[src/rtl/cpu_pkg.sv]
// Shared definitions for the cpu sequencer and the 16-bit ALU:
// opcodes, instruction field layout and sequencer states.
package cpu_pkg;

    localparam logic [2:0] OP_ADD   = 3'b000;
    localparam logic [2:0] OP_SUB   = 3'b001;
    localparam logic [2:0] OP_MUL   = 3'b010;
    localparam logic [2:0] OP_DIV   = 3'b011;
    localparam logic [2:0] OP_LOADI = 3'b100;
    localparam logic [2:0] OP_NOP5  = 3'b101;
    localparam logic [2:0] OP_NOP6  = 3'b110;
    localparam logic [2:0] OP_HALT  = 3'b111;

    localparam int OP_HI  = 15;
    localparam int OP_LO  = 13;
    localparam int RD_HI  = 12;
    localparam int RD_LO  = 11;
    localparam int RS1_HI = 10;
    localparam int RS1_LO = 9;
    localparam int RS2_HI = 8;
    localparam int RS2_LO = 7;
    localparam int IMM_HI = 7;
    localparam int IMM_LO = 0;

    typedef enum logic [2:0] {
        S_IDLE,
        S_FETCH,
        S_DECODE,
        S_WAIT,
        S_HALTED
    } cpu_seq_state_t;

    typedef struct packed {
        logic [2:0] op;
        logic [1:0] rd;
        logic [1:0] rs1;
        logic [1:0] rs2;
        logic [7:0] imm;
    } instr_t;

    function automatic instr_t decode(input logic [15:0] w);
        instr_t d;
        d.op  = w[OP_HI:OP_LO];
        d.rd  = w[RD_HI:RD_LO];
        d.rs1 = w[RS1_HI:RS1_LO];
        d.rs2 = w[RS2_HI:RS2_LO];
        d.imm = w[IMM_HI:IMM_LO];
        return d;
    endfunction

    function automatic logic [15:0] sext8(input logic [7:0] v);
        return {{8{v[7]}}, v};
    endfunction

endpackage

[src/rtl/regfile_4x16.sv]
// Four 16-bit registers: two operand read ports, one debug read
// port, one synchronous write port, asynchronous clear.
module regfile_4x16 (
    input  logic        clk_i,
    input  logic        rst_ni,
    input  logic        we_i,
    input  logic [1:0]  waddr_i,
    input  logic [15:0] wdata_i,
    input  logic [1:0]  raddr_a_i,
    input  logic [1:0]  raddr_b_i,
    input  logic [1:0]  dbg_sel_i,
    output logic [15:0] rdata_a_o,
    output logic [15:0] rdata_b_o,
    output logic [15:0] dbg_data_o
);

    logic [15:0] regs_q [4];

    always_ff @(posedge clk_i or negedge rst_ni) begin
        if (!rst_ni) begin
            regs_q <= '{default: '0};
        end else if (we_i) begin
            regs_q[waddr_i] <= wdata_i;
        end
    end

    assign rdata_a_o  = regs_q[raddr_a_i];
    assign rdata_b_o  = regs_q[raddr_b_i];
    assign dbg_data_o = regs_q[dbg_sel_i];

endmodule

[src/rtl/cpu_sequencer.sv]
// Fetch/decode/execute sequencer feeding the 16-bit ALU; LOADI and
// HALT are executed locally, ALU ops wait for the done pulse.
module cpu_sequencer
    import cpu_pkg::*;
#(
    parameter int PC_W = 8
) (
    input  logic            clk,
    input  logic            reset,
    input  logic            run,
    output logic [PC_W-1:0] imem_addr,
    input  logic [15:0]     imem_rdata,
    output logic            alu_start,
    output logic [2:0]      alu_opcode,
    output logic [15:0]     alu_a,
    output logic [15:0]     alu_b,
    input  logic [15:0]     alu_result,
    input  logic            alu_done,
    output logic            busy,
    output logic            halted,
    output logic [PC_W-1:0] pc,
    input  logic [1:0]      dbg_sel,
    output logic [15:0]     dbg_data
);

    cpu_seq_state_t state_q, state_d;
    logic [PC_W-1:0] pc_q, pc_d;
    logic [15:0]     ir_q, ir_d;
    logic            start_q, start_d;
    logic [2:0]      opcode_q, opcode_d;
    logic [15:0]     a_q, a_d;
    logic [15:0]     b_q, b_d;

    logic        rf_we;
    logic [1:0]  rf_waddr;
    logic [15:0] rf_wdata;
    logic [15:0] rs1_data;
    logic [15:0] rs2_data;

    instr_t dec;
    instr_t ir_dec;
    logic   is_alu;
    logic   is_loadi;
    logic   is_halt;
    logic   is_nop;

    // Decode straight off the memory port; IR only keeps rd for WAIT.
    assign dec      = decode(imem_rdata);
    assign ir_dec   = decode(ir_q);
    assign is_alu   = (dec.op[2] == 1'b0);
    assign is_loadi = (dec.op == OP_LOADI);
    assign is_halt  = (dec.op == OP_HALT);
    assign is_nop   = (dec.op == OP_NOP5) || (dec.op == OP_NOP6);

    logic unused_ir;
    assign unused_ir = ^{ir_dec.op, ir_dec.rs1, ir_dec.rs2, ir_dec.imm};

    regfile_4x16 u_regfile (
        .clk_i      (clk),
        .rst_ni     (reset),
        .we_i       (rf_we),
        .waddr_i    (rf_waddr),
        .wdata_i    (rf_wdata),
        .raddr_a_i  (dec.rs1),
        .raddr_b_i  (dec.rs2),
        .dbg_sel_i  (dbg_sel),
        .rdata_a_o  (rs1_data),
        .rdata_b_o  (rs2_data),
        .dbg_data_o (dbg_data)
    );

    always_ff @(posedge clk or negedge reset) begin
        if (!reset) begin
            state_q  <= S_IDLE;
            pc_q     <= '0;
            ir_q     <= '0;
            start_q  <= 1'b0;
            opcode_q <= '0;
            a_q      <= '0;
            b_q      <= '0;
        end else begin
            state_q  <= state_d;
            pc_q     <= pc_d;
            ir_q     <= ir_d;
            start_q  <= start_d;
            opcode_q <= opcode_d;
            a_q      <= a_d;
            b_q      <= b_d;
        end
    end

    always_comb begin
        state_d  = state_q;
        pc_d     = pc_q;
        ir_d     = ir_q;
        start_d  = 1'b0;
        opcode_d = opcode_q;
        a_d      = a_q;
        b_d      = b_q;
        rf_we    = 1'b0;
        rf_waddr = ir_dec.rd;
        rf_wdata = alu_result;

        unique case (state_q)
            S_IDLE, S_HALTED: begin
                if (run) begin
                    state_d = S_FETCH;
                    pc_d    = '0;
                end
            end
            S_FETCH: begin
                state_d = S_DECODE;
            end
            S_DECODE: begin
                ir_d = imem_rdata;
                unique case (1'b1)
                    is_alu: begin
                        a_d      = rs1_data;
                        b_d      = rs2_data;
                        opcode_d = dec.op;
                        start_d  = 1'b1;
                        state_d  = S_WAIT;
                    end
                    is_loadi: begin
                        rf_we    = 1'b1;
                        rf_waddr = dec.rd;
                        rf_wdata = sext8(dec.imm);
                        pc_d     = pc_q + PC_W'(1);
                        state_d  = S_FETCH;
                    end
                    is_halt: begin
                        state_d = S_HALTED;
                    end
                    is_nop: begin
                        pc_d    = pc_q + PC_W'(1);
                        state_d = S_FETCH;
                    end
                endcase
            end
            S_WAIT: begin
                if (alu_done) begin
                    rf_we   = 1'b1;
                    pc_d    = pc_q + PC_W'(1);
                    state_d = S_FETCH;
                end
            end
            default: begin
                state_d = S_IDLE;
            end
        endcase
    end

    assign imem_addr  = pc_q;
    assign pc         = pc_q;
    assign alu_start  = start_q;
    assign alu_opcode = opcode_q;
    assign alu_a      = a_q;
    assign alu_b      = b_q;
    assign busy       = (state_q != S_IDLE) && (state_q != S_HALTED);
    assign halted     = (state_q == S_HALTED);

endmodule

[config.mk]
export PLATFORM = sky130hd
export DESIGN_NAME = cpu_sequencer
export DESIGN_NICKNAME = d
export VERILOG_FILES = /design/src/rtl/cpu_pkg.sv /design/src/rtl/regfile_4x16.sv /design/src/rtl/cpu_sequencer.sv
export SDC_FILE = /design/constraint.sdc
export NUM_CORES = 1
export LEC_CHECK = 0
export ABC_CLOCK_PERIOD_IN_PS = 5000
export CORE_ASPECT_RATIO = 1.4
export CORE_UTILIZATION = 30
export CTS_BUF_LIST = sky130_fd_sc_hd__clkbuf_8
export CTS_CLUSTER_DIAMETER = 100
export DETAILED_ROUTE_END_ITERATION = 6
export GPL_TIMING_DRIVEN = 0
export PLACE_DENSITY = 0.57
export SLEW_MARGIN = 30
export SYNTH_ARGS = -nofsm -noshare
export SYNTH_HDL_FRONTEND = slang
export SYNTH_HIERARCHICAL = 1
export SYNTH_SLANG_ARGS = --single-unit
[constraint.sdc]
create_clock -name clk -period 5 [get_ports clk]
set_clock_uncertainty 0.15 [all_clocks]
set_input_delay 1 -clock clk [delete_from_list [all_inputs] [get_ports clk]]
set_output_delay 1 -clock clk [all_outputs]
set_load 0.01 [all_outputs]
After elaboration in Yosys (flattened, before gate mapping)
Cells that the tools add are included.

Output and inout bits: 70. Logic and storage cells: 74. Input bits: 38. Register bits: 123.

$add $sub $neg: 1. Equal/unequal tests: 12. Muxes and demuxes: 29. Bitwise gates (word level): 5. Reductions and logical operators: 11. Magnitude comparators: 5.

Operators with widths (number): $mux W16 (9); $bmux W16 S2 (3); $bwmux W64 (1); $demux W16 S2 (1); $mux W8 (3); $pmux W8 S3 (1); $eq A3 B3 Y1 const B (5); $ge A3 B3 Y1 const B (4); $not A2 Y3 (4); $pmux W3 S4 (1); $pmux W3 S3 (1); $add A8 B1 Y8 const B (1); $eq A3 B2 Y1 const B (2); $mux W3 (2); $ne A2 B2 Y1 const B (3); $reduce_bool A3 Y1 (2); $mux W1 (4); $mux W2 (2); $reduce_and A2 Y1 (2); $reduce_and A4 Y1 (1); $reduce_or A2 Y1 (2); $eq A3 B1 Y1 const B (1); $logic_not A3 Y1 (1); $lt A3 B1 Y1 const B (1); 5 further kinds (6).

Logic depth before layout (Yosys ltp)
Gate-level depths: netlist (run 1).

Depth in word-level cells: 9. Mapped depth: 8. Gate-level depth less buffers: 5.

Cells and area by module
Netlist (run 1), hierarchy kept.

Modules (own cells, without submodules): regfile_4x16 (sequential area each 1601.5 µm², area each 3555.9 µm², times used 1, cells each 196); cpu_sequencer (sequential area each 1201.2 µm², area each 2331.0 µm², times used 1, cells each 179).

Worst setup path before layout (run 1)
No wires, ideal clock.

Kind: input to output. Start: input dbg_sel[0]. End: output dbg_data[10]. Buffers on the path: 2. Required time: 3.850 ns. Slack: 1.858 ns. Cell stages on the path: 3. Arrival: 1.992 ns. Path through: buf_2 -> buf_4 -> mux4_2.

Word-level cells in the longest chain between the ends: 4.

Ends and longest elaborated chain: from (decl) (RTL line cpu_sequencer.sv:22) `input logic [1:0] dbg_sel,`; $not A2 Y3 (implied by the code) (RTL line regfile_4x16.sv:29) `assign dbg_data_o = regs_q[dbg_sel_i];`; $bmux W16 S2 (RTL line regfile_4x16.sv:29); $mux W16 (implied by the code) (2 in series) (RTL line regfile_4x16.sv:29); to (decl) (RTL line cpu_sequencer.sv:23) `output logic [15:0] dbg_data`.

Every way passes these cells. The select of a mux whose other input is x is not followed.

Worst setup path in the final report (run 1)
Start: input dbg_sel[1]. End: output dbg_data[14].

The elaborated chain is that of the path after synthesis.

==> out/summary.txt, run 1 <==
LOGIC SYNTHESIS
-------------------------------------------------------------------------------------------
Post-Synthesis Cell Area                                                       0.00589 sq mm
Number of warning messages in the yosys log                                               6
Count of cell types in the netlist                                                       36
Post-synth net total                                                                    414
Synthesized area per cell                                                        15.7 sq um
Gate count of the mapped netlist                                                        375
Register bit total from synthesis                                                       112
Register area share after synthesis                                                   47.6%

DIE
-------------------------------------------------------------------------------------------
I/O pins                                                                                108
Die Width                                                                            120 um
Die Ht                                                                               168 um
Floorplan Core Area                                                            0.0192 sq mm
Die Area                                                                       0.0202 sq mm
# rows                                                                                   60
Starting density of the core                                                          30.6%

SETUP PATH
-------------------------------------------------------------------------------------------
Crit-path max FO                                                                         10
CP Cell Sequence                                                               clkbuf_1, buf_2, mux4_2, clkdlybuf4s50_1
Startpoint of the worst-slack reg-to-reg timing path                             state_q[0]
Endpoint arrival time on the critical path                                          2800 ps
R2R Setup Slk                                                                       2030 ps
Slowest stage cell, crit path                                                  clkdlybuf4s50_1
Register-to-Register Path Depth                                                           8
Crit path launch type                                                            input port
Element type at the critical path end                                          primary output
Critical Path RT                                                                    3850 ps
End of the worst register-to-register path                                     u_regfile/regs_q[61]
Critical path start-end classification                                         input port to primary output
Slowest Stage Delay on Critical Path                                                 500 ps

CLOCK TREE
-------------------------------------------------------------------------------------------
Post-CTS sizing                                                                           0
H-tree level count                                                                        3
CTS tree                                                                                yes
CTS hold repair buffers                                                                   0
Worst-skew pair later-pin latency                                                    370 ps
Number of buffers inserted to repair setup after CTS                                      0
Register clock-pin slew on the reported worst setup and hold paths                    90 ps
CTS buffer count                                                                          9
Number of clock sinks seen by CTS                                                       112
Worst-case clock buffer depth                                                             2
CTS root buffer                                                                    clkbuf_8

TIMING
-------------------------------------------------------------------------------------------
Final count of pins violating max slew                                                    0
Unrepaired setup endpoints after global routing                                       false
Worst hold-check slack                                                               320 ps
Number of endpoints failing setup at the final stage                                      0
Final setup slack of the worst path                                                 1050 ps
Period utilization                                                                    78.9%
Worst slew margin                                                                     61.3%
Crit path time final                                                                3950 ps
Fmax                                                                                253 MHz
Endpoints failing hold                                                                    0
Summed negative setup slack over all endpoints                                         0 ps
Transition time of the tightest slew-check pin                                       581 ps

GLOBAL ROUTE
-------------------------------------------------------------------------------------------
Number of global-route vias before repair                                              4015
Met2 track demand over resource                                                       28.5%
Met1 GRT Util                                                                         18.4%
Met3 demand-to-capacity share in global routing                                       2.62%
Number of antenna violations at the first check in global routing                         0
Total overflow reported by the global router                                              0
First-pass GRT wire length                                                         23600 um
Global routing usage summed across all routing layers                                 15.8%
Maximum number of pins on one net before global-route repair                             80
Most used routing layer in global routing                                              met2

ROUTE
-------------------------------------------------------------------------------------------
Final ANT Viol Nets                                                                       0
Number of DRC violations after detailed routing                                           0
Number of design-rule violations left by the first detailed-router iteration            169
Total wirelength of the detailed-routed design                                     14800 um
Number of iterations in the first detailed-routing pass                                   4
Vias per std cell                                                                      5.03
Vias post-DR                                                                           3712
Average wire length per cell after detail routing                                   20.1 um

POWER AND IR DROP
-------------------------------------------------------------------------------------------
VDD IR max                                                                           143 uV
Power density normalized to cell area                                           530 mW/mm^2
Standby leakage power                                                               3.05 nW
Overall power                                                                       3.92 mW

CELLS AND AREA
-------------------------------------------------------------------------------------------
Diode insertion count for antenna repair                                                  0
Final Cell Area                                                                0.00740 sq mm
Post-layout net count                                                                   527
Area delta synth->final                                                               25.7%
Fraction of layout cells with a size suffix above 1                                   44.1%

PLACEMENT
-------------------------------------------------------------------------------------------
Worst setup slack before clock tree synthesis                                       1060 ps
Placer's final routability congestion estimate                                        0.780
IO Port Bufs                                                                            101
HPWL after detailed placement                                                      10600 um
Instance area after placement                                                  0.00724 sq mm

JOB
-------------------------------------------------------------------------------------------
MaxCap Viol Count                                                                         0

RUN STATUS
-------------------------------------------------------------------------------------------
Result of the run                                                              complete, no violations

WORST HOLD PATH
-------------------------------------------------------------------------------------------
Worst hold-check path type                                                     input port to asynchronous set/reset pin

-- where the power goes --
part | total [mW] | internal [mW] | switching, mW
sequential | 1.64 | 1.31 | 0.324
clock | 0.484 | 0.198 | 0.285
combinational | 1.80 | 1.16 | 0.640
total | 3.92 | 2.67 | 1.25
-- metrics by stage --
stage                     cells  utilization [%]
after floorplan             375                -
after global placement      724             37.5
after detailed placement    725             37.7
after CTS                   738             38.5
after global routing        738             38.5
final                       738             38.5
-- cell type report --
cell class / instances / area [sq um]
clock inverters: 2 / 8.76
multi-input cells: 229 / 2840
repair buffers: 102 / 1040
inverters: 2 / 7.51
flip-flops and latches: 112 / 2800
clock buffers: 11 / 151
well taps: 248 / 310
plain buffers: 32 / 234
fillers: 1872 / 11800
-- cells in the final DEF, fill, tap and decap left out, drive strengths merged, types with 4 or more instances in the layout --
| cell | instances |
|---|---|
| nand3 | 8 |
| dfrtp | 112 |
| buf | 29 |
| nor2 | 9 |
| a21o | 9 |
| nor3b | 4 |
| nand2 | 6 |
| o21ai | 9 |
| mux2 | 109 |
| clkdlybuf4s50 | 100 |
| mux4 | 48 |
| o31ai | 5 |
| clkbuf | 16 |
-- critical path, delay by kind of cell --
kind,cells,cell delay [ps]
buffers and inverters,3,1380
muxes,1,410
-- metal layers --
layer | share of wire, % | vias to the layer above
li1 | - | 1649
met4 | 2.1 | 0
met5 | 0 | -
met3 | 5.1 | 18
met1 | 38 | 1933
met2 | 54 | 112
-- synth_stat cells (all sizes together) --
cell / instances / area [sq um]
dfrtp: 112 / 2800
mux2: 109 / 1230
mux4: 48 / 1080
buf: 27 / 205
a21o: 9 / 67.6
nor2: 9 / 41.3
o21ai: 9 / 45.0
nand3: 8 / 50.1
nand2: 6 / 22.5
clkbuf: 5 / 28.8
o31ai: 5 / 52.6
nor3b: 4 / 52.6
a31oi: 3 / 18.8
and3: 3 / 18.8
nand2b: 3 / 26.3
inv: 2 / 7.51
nand3b: 2 / 22.5
a22oi: 1 / 7.51
a311oi: 1 / 26.3
and2b: 1 / 8.76
and4b: 1 / 11.3
conb: 1 / 3.75
ha: 1 / 12.5
nand4: 1 / 6.26
nor3: 1 / 16.3
o21bai: 1 / 7.51
o31a: 1 / 10.0
or2: 1 / 6.26
-- sequential cells by signal, summed over array words and instances (netlist names) --
register / count
alu_a: 16
alu_b: 16
alu_opcode: 2
alu_start: 1
imem_addr: 8
ir_q: 2
state_q: 3
u_regfile/regs_q: 64
-- worst max-delay path by stage --
stage,slack (ps),endpoint,start,depth (start not counted)
6_report,1050,dbg_data[14],dbg_sel[1],4
5_1_grt,1050,dbg_data[14],dbg_sel[1],4
4_1_cts,1050,dbg_data[14],dbg_sel[1],4
3_5_place_dp,1060,dbg_data[6],dbg_sel[1],4
3_3_place_gp,-1650,u_regfile/regs_q[25],reset,1
2_1_floorplan,1860,dbg_data[10],dbg_sel[0],3
-- cells by family (layout without fill, tap and decap cells) --
logic type / after synthesis / in the layout / share of synthesized area, %
buf+inv: 34 / 149 / 4.10
mux: 157 / 157 / 39.2
simple gates: 40 / 40 / 4.80
flops: 112 / 112 / 47.6
other cells: 1 / 1 / 0.0637
compound gates: 30 / 30 / 4.00
fa+ha+maj: 1 / 1 / 0.213
Power figures use the tool's default switching activity.
==> run 2: changes to the inputs <==
--- a/config.mk
+++ b/config.mk
@@ -5,7 +5,7 @@
 export SDC_FILE = /design/constraint.sdc
 export NUM_CORES = 1
 export LEC_CHECK = 0
-export ABC_CLOCK_PERIOD_IN_PS = 5000
+export ABC_CLOCK_PERIOD_IN_PS = 3800
 export CORE_ASPECT_RATIO = 1.4
 export CORE_UTILIZATION = 30
 export CTS_BUF_LIST = sky130_fd_sc_hd__clkbuf_8
==> constraint.sdc (replaced) <==
create_clock -name clk -period 3.8 [get_ports clk]
set_clock_uncertainty 0.15 [all_clocks]
set_input_delay 0.76 -clock clk [delete_from_list [all_inputs] [get_ports clk]]
set_output_delay 0.76 -clock clk [all_outputs]
set_load 0.01 [all_outputs]
==> results of run 2 <==
Same layout as run 1 (identical final DEF). Status: complete, no violations.
Among the figures that moved: setup slack after placement 1060 ps -> 220 ps; setup slack after layout 1050 ps -> 335 ps; hold slack 320 ps -> 80.1 ps; register-to-register setup slack 2030 ps -> 830 ps; total power 3.92 mW -> 5.16 mW; worst IR drop on VDD 143 uV -> 188 uV
